$ cat config.mk
export PLATFORM = sky130hd
export DESIGN_NAME = accel_pad_loader_flat
export DESIGN_NICKNAME = d
export VERILOG_FILES = /design/src/rtl/accel_pad_loader_if.sv /design/src/rtl/accel_pad_loader.sv /design/src/flat_wrapper.sv
export SDC_FILE = /design/constraint.sdc
export NUM_CORES = 1
export LEC_CHECK = 0
export CAP_MARGIN = 10
export CORE_MARGIN = 10
export CORE_UTILIZATION = 40
export CTS_CLUSTER_DIAMETER = 100
export DETAILED_ROUTE_END_ITERATION = 10
export PLACE_DENSITY_LB_ADDON = 0.15
export REMOVE_ABC_BUFFERS = 1
export SLEW_MARGIN = 20
export SYNTH_ARGS = -nofsm -noshare
export SYNTH_HDL_FRONTEND = slang
export SYNTH_SLANG_ARGS = --single-unit
$ cat constraint.sdc
create_clock -name clk -period 2.55 [get_ports clk]
set_clock_uncertainty 0.2 [all_clocks]
set_input_delay 0.255 -clock clk [delete_from_list [all_inputs] [get_ports clk]]
set_output_delay 0.255 -clock clk [all_outputs]
set_load 0.05 [all_outputs]
$ cat src/rtl/accel_pad_loader_if.sv
`default_nettype none
// ============================================================================
// Module   : accel_pad_loader_if
// Brief    : Message-stream and accelerator memory/control bundle for the
//            pad loader.
// Revision : 1.0
// ============================================================================
interface accel_pad_loader_if #(
    parameter int MEM_ADDR_WIDTH = 32,
    parameter int MEM_DATA_WIDTH = 32
);
    logic                      in_valid;
    logic                      in_ready;
    logic [31:0]               in_data;
    logic                      in_last;
    logic [2:0]                in_bytes;
    logic                      mem_en;
    logic [MEM_ADDR_WIDTH-1:0] mem_addr;
    logic                      mem_we;
    logic [3:0]                mem_be;
    logic [MEM_DATA_WIDTH-1:0] mem_wdata;
    logic                      start;
    logic                      done;
    logic                      busy;
    logic                      error;

    // The loader side drives the memory port and control pulses.
    modport master (
        input  in_valid, in_data, in_last, in_bytes, done,
        output in_ready, mem_en, mem_addr, mem_we, mem_be, mem_wdata,
               start, busy, error
    );

    modport slave (
        output in_valid, in_data, in_last, in_bytes, done,
        input  in_ready, mem_en, mem_addr, mem_we, mem_be, mem_wdata,
               start, busy, error
    );
endinterface
`default_nettype wire

$ cat src/rtl/accel_pad_loader.sv
`default_nettype none
// ============================================================================
// Module   : accel_pad_loader
// Brief    : Streams one message into a Keccak rate block with pad10*1 and a
//            domain byte, then starts the accelerator and waits for done.
// Revision : 1.0
// ============================================================================
module accel_pad_loader #(
    parameter int         MEM_ADDR_WIDTH = 32,
    parameter int         MEM_DATA_WIDTH = 32,
    parameter int         RATE_BYTES     = 168,
    parameter logic [7:0] DOMAIN_BYTE    = 8'h06
) (
    input wire logic           clk,
    input wire logic           rst,
    accel_pad_loader_if.master bus
);
    localparam int c_RATE_WORDS = RATE_BYTES / 4;
    localparam int c_IDX_W      = (c_RATE_WORDS > 1) ? $clog2(c_RATE_WORDS) : 1;
    localparam int c_LEN_W      = c_IDX_W + 3;

    localparam logic [c_IDX_W-1:0] c_LAST_IDX = c_IDX_W'(c_RATE_WORDS - 1);
    localparam logic [c_IDX_W-1:0] c_IDX_ONE  = c_IDX_W'(1);
    localparam logic [c_LEN_W-1:0] c_RATE_LEN = c_LEN_W'(RATE_BYTES);

    localparam logic [2:0] c_ST_LOAD  = 3'd0;
    localparam logic [2:0] c_ST_PAD   = 3'd1;
    localparam logic [2:0] c_ST_START = 3'd2;
    localparam logic [2:0] c_ST_WAIT  = 3'd3;
    localparam logic [2:0] c_ST_DRAIN = 3'd4;

    logic [2:0]                r_state;
    logic [c_IDX_W-1:0]        r_word_idx;
    logic                      r_dom_pending;
    logic                      r_mem_en;
    logic [MEM_ADDR_WIDTH-1:0] r_mem_addr;
    logic [31:0]               r_mem_wdata;
    logic                      r_start;
    logic                      r_busy;
    logic                      r_error;

    logic                      w_accept;
    logic [2:0]                w_nb;
    logic [c_LEN_W-1:0]        w_len;
    logic                      w_at_end;
    logic [31:0]               w_last_word;
    logic [31:0]               w_pad_word;

    assign w_accept = bus.in_valid && bus.in_ready;
    assign w_nb     = (bus.in_bytes > 3'd4) ? 3'd4 : bus.in_bytes;
    assign w_len    = c_LEN_W'({r_word_idx, 2'b00}) + c_LEN_W'(w_nb);
    assign w_at_end = (r_word_idx == c_LAST_IDX);

    // Final message word: keep the valid bytes, then the domain byte, then zeros.
    always_comb begin
        w_last_word = '0;
        for (int k = 0; k < 4; k++) begin
            if (3'(k) < w_nb) begin
                w_last_word[8*k +: 8] = bus.in_data[8*k +: 8];
            end else if (3'(k) == w_nb) begin
                w_last_word[8*k +: 8] = DOMAIN_BYTE;
            end
        end
        if (w_at_end) begin
            w_last_word[31:24] = w_last_word[31:24] | 8'h80;
        end
    end

    assign w_pad_word = {(w_at_end ? 8'h80 : 8'h00), 16'h0000,
                         (r_dom_pending ? DOMAIN_BYTE : 8'h00)};

    // Held low during reset even though the state register already reads LOAD.
    assign bus.in_ready  = !rst && ((r_state == c_ST_LOAD) || (r_state == c_ST_DRAIN));
    assign bus.mem_en    = r_mem_en;
    assign bus.mem_we    = r_mem_en;
    assign bus.mem_be    = {4{r_mem_en}};
    assign bus.mem_addr  = r_mem_addr;
    assign bus.mem_wdata = MEM_DATA_WIDTH'(r_mem_wdata);
    assign bus.start     = r_start;
    assign bus.busy      = r_busy;
    assign bus.error     = r_error;

    always_ff @(posedge clk or posedge rst) begin
        if (rst) begin
            r_state       <= c_ST_LOAD;
            r_word_idx    <= '0;
            r_dom_pending <= 1'b0;
            r_mem_en      <= 1'b0;
            r_mem_addr    <= '0;
            r_mem_wdata   <= '0;
            r_start       <= 1'b0;
            r_busy        <= 1'b0;
            r_error       <= 1'b0;
        end else begin
            r_mem_en <= 1'b0;
            r_start  <= 1'b0;
            r_error  <= 1'b0;
            case (r_state)
                c_ST_LOAD: begin
                    if (w_accept) begin
                        if (bus.in_last) begin
                            if (w_len >= c_RATE_LEN) begin
                                // The offending word closes the message, so nothing is left to drain.
                                r_error    <= 1'b1;
                                r_word_idx <= '0;
                            end else begin
                                r_mem_en      <= 1'b1;
                                r_mem_addr    <= MEM_ADDR_WIDTH'(r_word_idx);
                                r_mem_wdata   <= w_last_word;
                                r_busy        <= 1'b1;
                                r_dom_pending <= (w_nb == 3'd4);
                                if (w_at_end) begin
                                    r_state <= c_ST_START;
                                end else begin
                                    r_state    <= c_ST_PAD;
                                    r_word_idx <= r_word_idx + c_IDX_ONE;
                                end
                            end
                        end else if (w_at_end) begin
                            r_error <= 1'b1;
                            r_state <= c_ST_DRAIN;
                        end else begin
                            r_mem_en    <= 1'b1;
                            r_mem_addr  <= MEM_ADDR_WIDTH'(r_word_idx);
                            r_mem_wdata <= bus.in_data;
                            r_word_idx  <= r_word_idx + c_IDX_ONE;
                        end
                    end
                end
                c_ST_PAD: begin
                    r_mem_en      <= 1'b1;
                    r_mem_addr    <= MEM_ADDR_WIDTH'(r_word_idx);
                    r_mem_wdata   <= w_pad_word;
                    r_dom_pending <= 1'b0;
                    if (w_at_end) begin
                        r_state <= c_ST_START;
                    end else begin
                        r_word_idx <= r_word_idx + c_IDX_ONE;
                    end
                end
                c_ST_START: begin
                    r_start <= 1'b1;
                    r_state <= c_ST_WAIT;
                end
                c_ST_WAIT: begin
                    if (bus.done) begin
                        r_state    <= c_ST_LOAD;
                        r_word_idx <= '0;
                        r_busy     <= 1'b0;
                    end
                end
                c_ST_DRAIN: begin
                    if (w_accept && bus.in_last) begin
                        r_state    <= c_ST_LOAD;
                        r_word_idx <= '0;
                    end
                end
                default: begin
                    r_state    <= c_ST_LOAD;
                    r_word_idx <= '0;
                    r_busy     <= 1'b0;
                end
            endcase
        end
    end
endmodule
`default_nettype wire

$ cat src/flat_wrapper.sv
// flat-port wrapper written by rule: the top's interface ports become plain ports
module accel_pad_loader_flat 
#(
    parameter int         MEM_ADDR_WIDTH = 32,
    parameter int         MEM_DATA_WIDTH = 32,
    parameter int         RATE_BYTES     = 168,
    parameter logic [7:0] DOMAIN_BYTE    = 8'h06
)
  (clk, rst, bus_in_valid, bus_in_data, bus_in_last, bus_in_bytes, bus_done, bus_in_ready, bus_mem_en, bus_mem_addr, bus_mem_we, bus_mem_be, bus_mem_wdata, bus_start, bus_busy, bus_error);
  accel_pad_loader_if #(.MEM_ADDR_WIDTH(MEM_ADDR_WIDTH), .MEM_DATA_WIDTH(MEM_DATA_WIDTH)) bus_i ();
  input wire logic clk;
  input wire logic rst;
  input wire logic [$bits(bus_i.in_valid)-1:0] bus_in_valid;
  input wire logic [$bits(bus_i.in_data)-1:0] bus_in_data;
  input wire logic [$bits(bus_i.in_last)-1:0] bus_in_last;
  input wire logic [$bits(bus_i.in_bytes)-1:0] bus_in_bytes;
  input wire logic [$bits(bus_i.done)-1:0] bus_done;
  output wire logic [$bits(bus_i.in_ready)-1:0] bus_in_ready;
  output wire logic [$bits(bus_i.mem_en)-1:0] bus_mem_en;
  output wire logic [$bits(bus_i.mem_addr)-1:0] bus_mem_addr;
  output wire logic [$bits(bus_i.mem_we)-1:0] bus_mem_we;
  output wire logic [$bits(bus_i.mem_be)-1:0] bus_mem_be;
  output wire logic [$bits(bus_i.mem_wdata)-1:0] bus_mem_wdata;
  output wire logic [$bits(bus_i.start)-1:0] bus_start;
  output wire logic [$bits(bus_i.busy)-1:0] bus_busy;
  output wire logic [$bits(bus_i.error)-1:0] bus_error;
  assign bus_i.in_valid = bus_in_valid;
  assign bus_i.in_data = bus_in_data;
  assign bus_i.in_last = bus_in_last;
  assign bus_i.in_bytes = bus_in_bytes;
  assign bus_i.done = bus_done;
  assign bus_in_ready = bus_i.in_ready;
  assign bus_mem_en = bus_i.mem_en;
  assign bus_mem_addr = bus_i.mem_addr;
  assign bus_mem_we = bus_i.mem_we;
  assign bus_mem_be = bus_i.mem_be;
  assign bus_mem_wdata = bus_i.mem_wdata;
  assign bus_start = bus_i.start;
  assign bus_busy = bus_i.busy;
  assign bus_error = bus_i.error;
  accel_pad_loader #(.MEM_ADDR_WIDTH(MEM_ADDR_WIDTH), .MEM_DATA_WIDTH(MEM_DATA_WIDTH), .RATE_BYTES(RATE_BYTES), .DOMAIN_BYTE(DOMAIN_BYTE)) u_core (.clk(clk), .rst(rst), .bus(bus_i));
endmodule
Word level (Yosys, flattened, before mapping)
Index checks and enable logic that the tools add are counted.

Add/subtract/negate cells: 2. $lt $le $gt $ge: 6. Eq/ne operators: 18. Multiplexer cells: 58. Bitwise gates (word level): 2. Reductions and logical operators: 14.

Operators by type and width (number): two-way mux 32 bit (8); case mux 32 bit (2 select lines) (2); two-way mux 8 bit (6); two-way mux 3 bit (13); two-way mux 6 bit (6); case mux 6 bit (5 select lines) (1); two-way mux 1 bit (17); case mux 3 bit (5 select lines) (1); AND reduction 4 bit (3); adder 8 x 3 -> 9 bit (1); >= comparator 9 x 8 -> 1 bit (second input constant) (1); inequality test 2 bit (second input constant) (4); adder 6 x 1 -> 6 bit (second input constant) (1); == test 2 x 3 -> 1 bit (first input constant) (2); == test 3 x 2 -> 1 bit (second input constant) (2); == test 3 bit (second input constant) (2); == test 6 bit (second input constant) (1); logical NOT 3 bit (2); < comparator 1 x 3 -> 1 bit (first input constant) (2); < comparator 2 x 3 -> 1 bit (first input constant) (2); inequality test 3 bit (second input constant) (2); AND reduction 6 bit (1); AND reduction 5 bit (1); inequality test 2 x 1 -> 1 bit (second input constant) (2); 13 further kinds (17).

Flip-flop bits (word level): 78. Output and inout port bits: 74.

Longest topological paths before layout
Word-level depth: 10. Mapped depth: 10. Gate-level depth less buffers: 8.

Least setup slack after synthesis
OpenSTA, ideal clock, no wires.

Path kind: register to register. From: register u_core.r_word_idx[0]. To: register u_core.r_mem_addr[1], in the netlist u_core.bus.mem_addr[1]. Setup time: 0.128 ns. Arrival: 2.172 ns. Setup slack: 0.050 ns. Stages on the path, launching flop included: 10. Clock period less this slack: 2.500 ns. Path through: dfrtp_1 -> ha_1 -> ha_1 -> o21ai_1 -> a2111oi_2 -> o21ai_2 -> nand2_4 -> a21oi_4 -> buf_6 -> mux2_1.

Longest elaborated chain between the ends: 4. Elaborated cells on any way between the ends: 6. Those cells by class: add/sub: 1; order compare: 1; eq/ne: 3; reduce/logical: 1.

RTL lines: start: declaration (line accel_pad_loader.sv:33) `logic [c_IDX_W-1:0] r_word_idx;`; start signal: assignment (line accel_pad_loader.sv:116) `r_word_idx <= r_word_idx + c_IDX_ONE;`; start signal: assignment (line accel_pad_loader.sv:126) `r_word_idx <= r_word_idx + c_IDX_ONE;`; start signal: assignment (line accel_pad_loader.sv:138) `r_word_idx <= r_word_idx + c_IDX_ONE;`; adder 8 x 3 -> 9 bit (line accel_pad_loader.sv:51) `assign w_len = c_LEN_W'({r_word_idx, 2'b00}) + c_LEN_W'(w_nb);`; >= comparator 9 x 8 -> 1 bit (line accel_pad_loader.sv:102) `if (w_len >= c_RATE_LEN) begin`; inequality test 3 bit (no source line); AND reduction 4 bit (no source line) (*); end signal: assignment (line accel_pad_loader.sv:108) `r_mem_addr <= MEM_ADDR_WIDTH'(r_word_idx);`; end signal: assignment (line accel_pad_loader.sv:124) `r_mem_addr <= MEM_ADDR_WIDTH'(r_word_idx);`; end signal: assignment (line accel_pad_loader.sv:132) `r_mem_addr <= MEM_ADDR_WIDTH'(r_word_idx);`; end: declaration (line accel_pad_loader.sv:36) `logic [MEM_ADDR_WIDTH-1:0] r_mem_addr;`.

Every way passes the cells marked *; elsewhere a longest branch is shown, timed or not. A chain may end at the register's enable or synchronous reset.

Worst setup path after layout
Same ends and word-level chain as after synthesis.

==> results.toml <==
[synthesis]
synth_seq_cells = 52
synthSimpleGateAreaFrac = 0.140
ys_seq_area_frac = 0.436
synth-compound-area-share = 0.119
async_flop_share = 1.00
synthFlopType = "dfrtp_1"
yosysWarningCount = 0
synthAdderAreaFrac = 0.0168
ys_types = 53
synth.avg_cell_area_um2 = 9.51
synth_top_family_by_area = "buffers and inverters"
synth-xor-area-share = 0
synth.mux.area_fraction = 0.135
syn_area_um2 = 2990
synth_edf_count = 0
syn_inst = 314

[detailed_routing]
drt-pass1-iter-count = 4
avgViaCountPerCell = 4.68
wirelength_mm = 7.82
drtIter0Drc = 46
ant_nets = 0
route.detailed.drc = 0
vias = 2382
wl_per_cell_um = 15.4

[setup_path]
rrSetupSlack_ns = 0.04
timing.critical_path.from = "u_core.r_word_idx[0]"
r2r_end = "u_core.bus.mem_addr[1]"
cp.depth = 10
crit_end = "u_core.bus.mem_addr[1]"
crit_path_start_kind = "flip-flop"
cp_max_fo = 6
critical_path_required_ns = 2.54
slowest_delay_ns = 0.42
endpoint_kind = "flip-flop"
cp_cell_sequence = "ha_4 > ha_4 > o21ai_2 > a2111oi_4 > o21ai_2 > buf_4 > nand2_4 > a21oi_4 > buf_6 > mux2_1"
critical-path-top-delay-family = "compound AO/OA/AOI/OAI gates"
worstPathArrival_ns = 2.50
slowest_stage = "dfrtp_1"
reg2reg_depth = 10
path_class = "flip-flop to flip-flop"
path_buf_inv = 2
regToRegStartpoint = "u_core.r_word_idx[0]"

[final_layout]
final_layout_size_suffix_gt1_frac = 0.149
fin_nets = 453
stdcell_count = 509
fin_area_um2 = 4230
syn2layout_area_growth_pct = 41.7
diodes = 0

[pwr]
switchingPower_mw = 3.01
power.share.switching = 0.477
internal_power_mw = 3.29
power.density_nw_per_um2 = 1490
clkPwrFrac = 0.121
comb_power_share = 0.648
vdd_drop_max_uv = 619
power_frac_seq = 0.231
leakagePower_nw = 1.96

[floorplan]
num_io_pins = 114
rows = 31
dieArea_um2 = 11300
placeableCoreArea_um2 = 7250
floorplan.initialDensity = 0.412
die_x_um = 106
chipHeight_um = 106

[run]
drv_cap = 0

[cts]
clk_pin_slew_ns = 0.09
cts_hold_buf = 0
ctsRootBufferMaster = "clkbuf_8"
clock_latency_ns = 0.31
clock_sinks = 52
cts_inserted_buffers = 5
cts_tree = "yes"
clk_path_buf_depth = 2
cts-htree-levels = 2

[sta]
finalSetupViolCount = 0
fin_hold_ws_ns = 0.181
timing.final.crit_share = 0.984
drv_slew = 0
max_freq_ghz = 0.399
hold_viol_final = 0
fin_crit_ns = 2.51
fin_ws_ns = 0.0419
relSlewSlack = 0.584
tightestPinTransition_ns = 0.620

[placement]
placedCellCount = 496
dp_hpwl_mm = 5.92
place_ws_ns = -0.460
numPortBuffers = 87
gp_congestion = 0.898
placed_cell_area_um2 = 3900

[global_route]
grt-busiest-layer = "met2"
grt_util_met1 = 0.169
gr-usage-met3 = 0.0356
gr-total-overflow = 0
grt_pass1_vias = 2408
grt_util_met2 = 0.202
grt_max_degree = 53
grt_usage = 0.129
grt_pass1_wl_mm = 12.2
grt_antenna_before_repair = 0

[run_status]
outcome = "finished, final reports clean"

[min_path]
hold_class = "input pin to async pin"
## registers in the layout (all words and copies together), names as in the netlist
| name | cells |
|---|---|
| u_core.bus.mem_wdata | 32 |
| u_core.bus.mem_addr | 6 |
| u_core.r_word_idx | 6 |
| u_core.r_state | 3 |
| u_core.bus.busy | 1 |
| u_core.bus.error | 1 |
| u_core.bus.mem_en | 1 |
| u_core.bus.start | 1 |
| u_core.r_dom_pending | 1 |
## synth_stat cells, types with 2 or more instances
library cell / number / area, µm²
dfrtp_1: 52 / 1300
nand2_1: 41 / 154
inv_1: 35 / 131
buf_4: 33 / 248
mux2i_1: 28 / 280
a21oi_1: 14 / 70.1
nor2_1: 13 / 48.8
mux2_1: 11 / 124
o21ai_0: 10 / 50.1
buf_2: 5 / 25.0
nand2b_1: 5 / 31.3
ha_1: 4 / 50.1
nand3_1: 4 / 20.0
nor3_1: 4 / 20.0
o22ai_1: 4 / 25.0
or2_2: 4 / 25.0
buf_6: 3 / 33.8
o21ai_1: 3 / 15.0
a211oi_1: 2 / 15.0
a21o_1: 2 / 15.0
a221oi_1: 2 / 17.5
nand4_1: 2 / 12.5
nor3b_1: 2 / 15.0
nor4_1: 2 / 12.5
## per-layer routing
| metal | up-vias | wire length, µm |
|---|---|---|
| met4 | 0 | 90 |
| met5 | - | 0 |
| met2 | 77 | 3620 |
| li1 | 1182 | - |
| met1 | 1115 | 3570 |
| met3 | 8 | 533 |
## kinds of logic (layout without fill, tap and decap cells)
kind of cell / after synthesis / count (layout)
other: 1 / 26
adder cells (fa/ha/maj): 4 / 4
buffers and inverters: 80 / 151
multiplexers: 39 / 39
flip-flops: 52 / 52
AND/OR/NAND/NOR: 87 / 87
AO/OA/AOI/OAI: 51 / 51
## worst reg2reg max path, stage by stage, from the launching register on
cell and delay [ns]:
dfrtp_1 0.42, ha_4 0.18, ha_4 0.26, o21ai_2 0.07
a2111oi_4 0.38, o21ai_2 0.13, buf_4 0.16, nand2_4 0.07
a21oi_4 0.07, buf_6 0.17, mux2_1 0.31
## cell type report
cell class	count	area, µm²
clock buffers	5	68.8
repair buffers	107	1080
inverters	36	135
well taps	99	124
clock inverters	3	90.1
fillers	649	3020
multi-input cells	207	1430
flip-flops and latches	52	1300
## through the flow
step | util | power (mW) | TNS, ns
final | 0.583 | 6.30 | 0
after global placement | 0.538 | 5.19 | -14.54
after detailed placement | 0.538 | 5.23 | -17.13
after global routing | 0.583 | 6.67 | -0.0591
after CTS | 0.566 | 6.09 | 0
after floorplan | - | 3.94 | -13.45
## how the worst min path moves through the flow
stage | slack, ns | endpoint | start
after CTS | 0.20 | u_core.r_state[2] | rst
final | 0.18 | u_core.r_state[2] | rst
after floorplan | 0.15 | u_core.r_state[2] | bus_in_last
after global routing | 0.23 | u_core.r_dom_pending | bus_in_bytes[2]
after detailed placement | 0.28 | u_core.bus.mem_wdata[10] | u_core.bus.mem_wdata[10]
after global placement | 0.27 | u_core.bus.mem_wdata[31] | u_core.bus.mem_wdata[31]
## power by group through the flow
stage	clock, mW	sequential, mW	combinational (mW)
after floorplan	0	2.53	1.41
after global routing	0.817	1.51	4.34
final	0.763	1.45	4.08
after detailed placement	0	1.45	3.78
after CTS	0.784	1.44	3.87
after global placement	0	1.44	3.75
## what timing repair did
| item | CTS | global route |
|---|---|---|
| gates resized for setup | 3 | 21 |
| setup buffers | 2 | 3 |
| pin swaps | 3 | 5 |
| endpoints found under the setup margin | 43 | 17 |
## cells in the final DEF, fill, tap and decap left out, types with 10 or more instances in the layout
master	count
nand2_1	41
nor2_1	13
dfrtp_1	51
clkdlybuf4s50_1	85
mux2i_1	28
buf_4	15
o21ai_0	10
inv_1	34
a21oi_1	14
conb_1	26
Note: power is estimated with default switching activity, not from simulation.
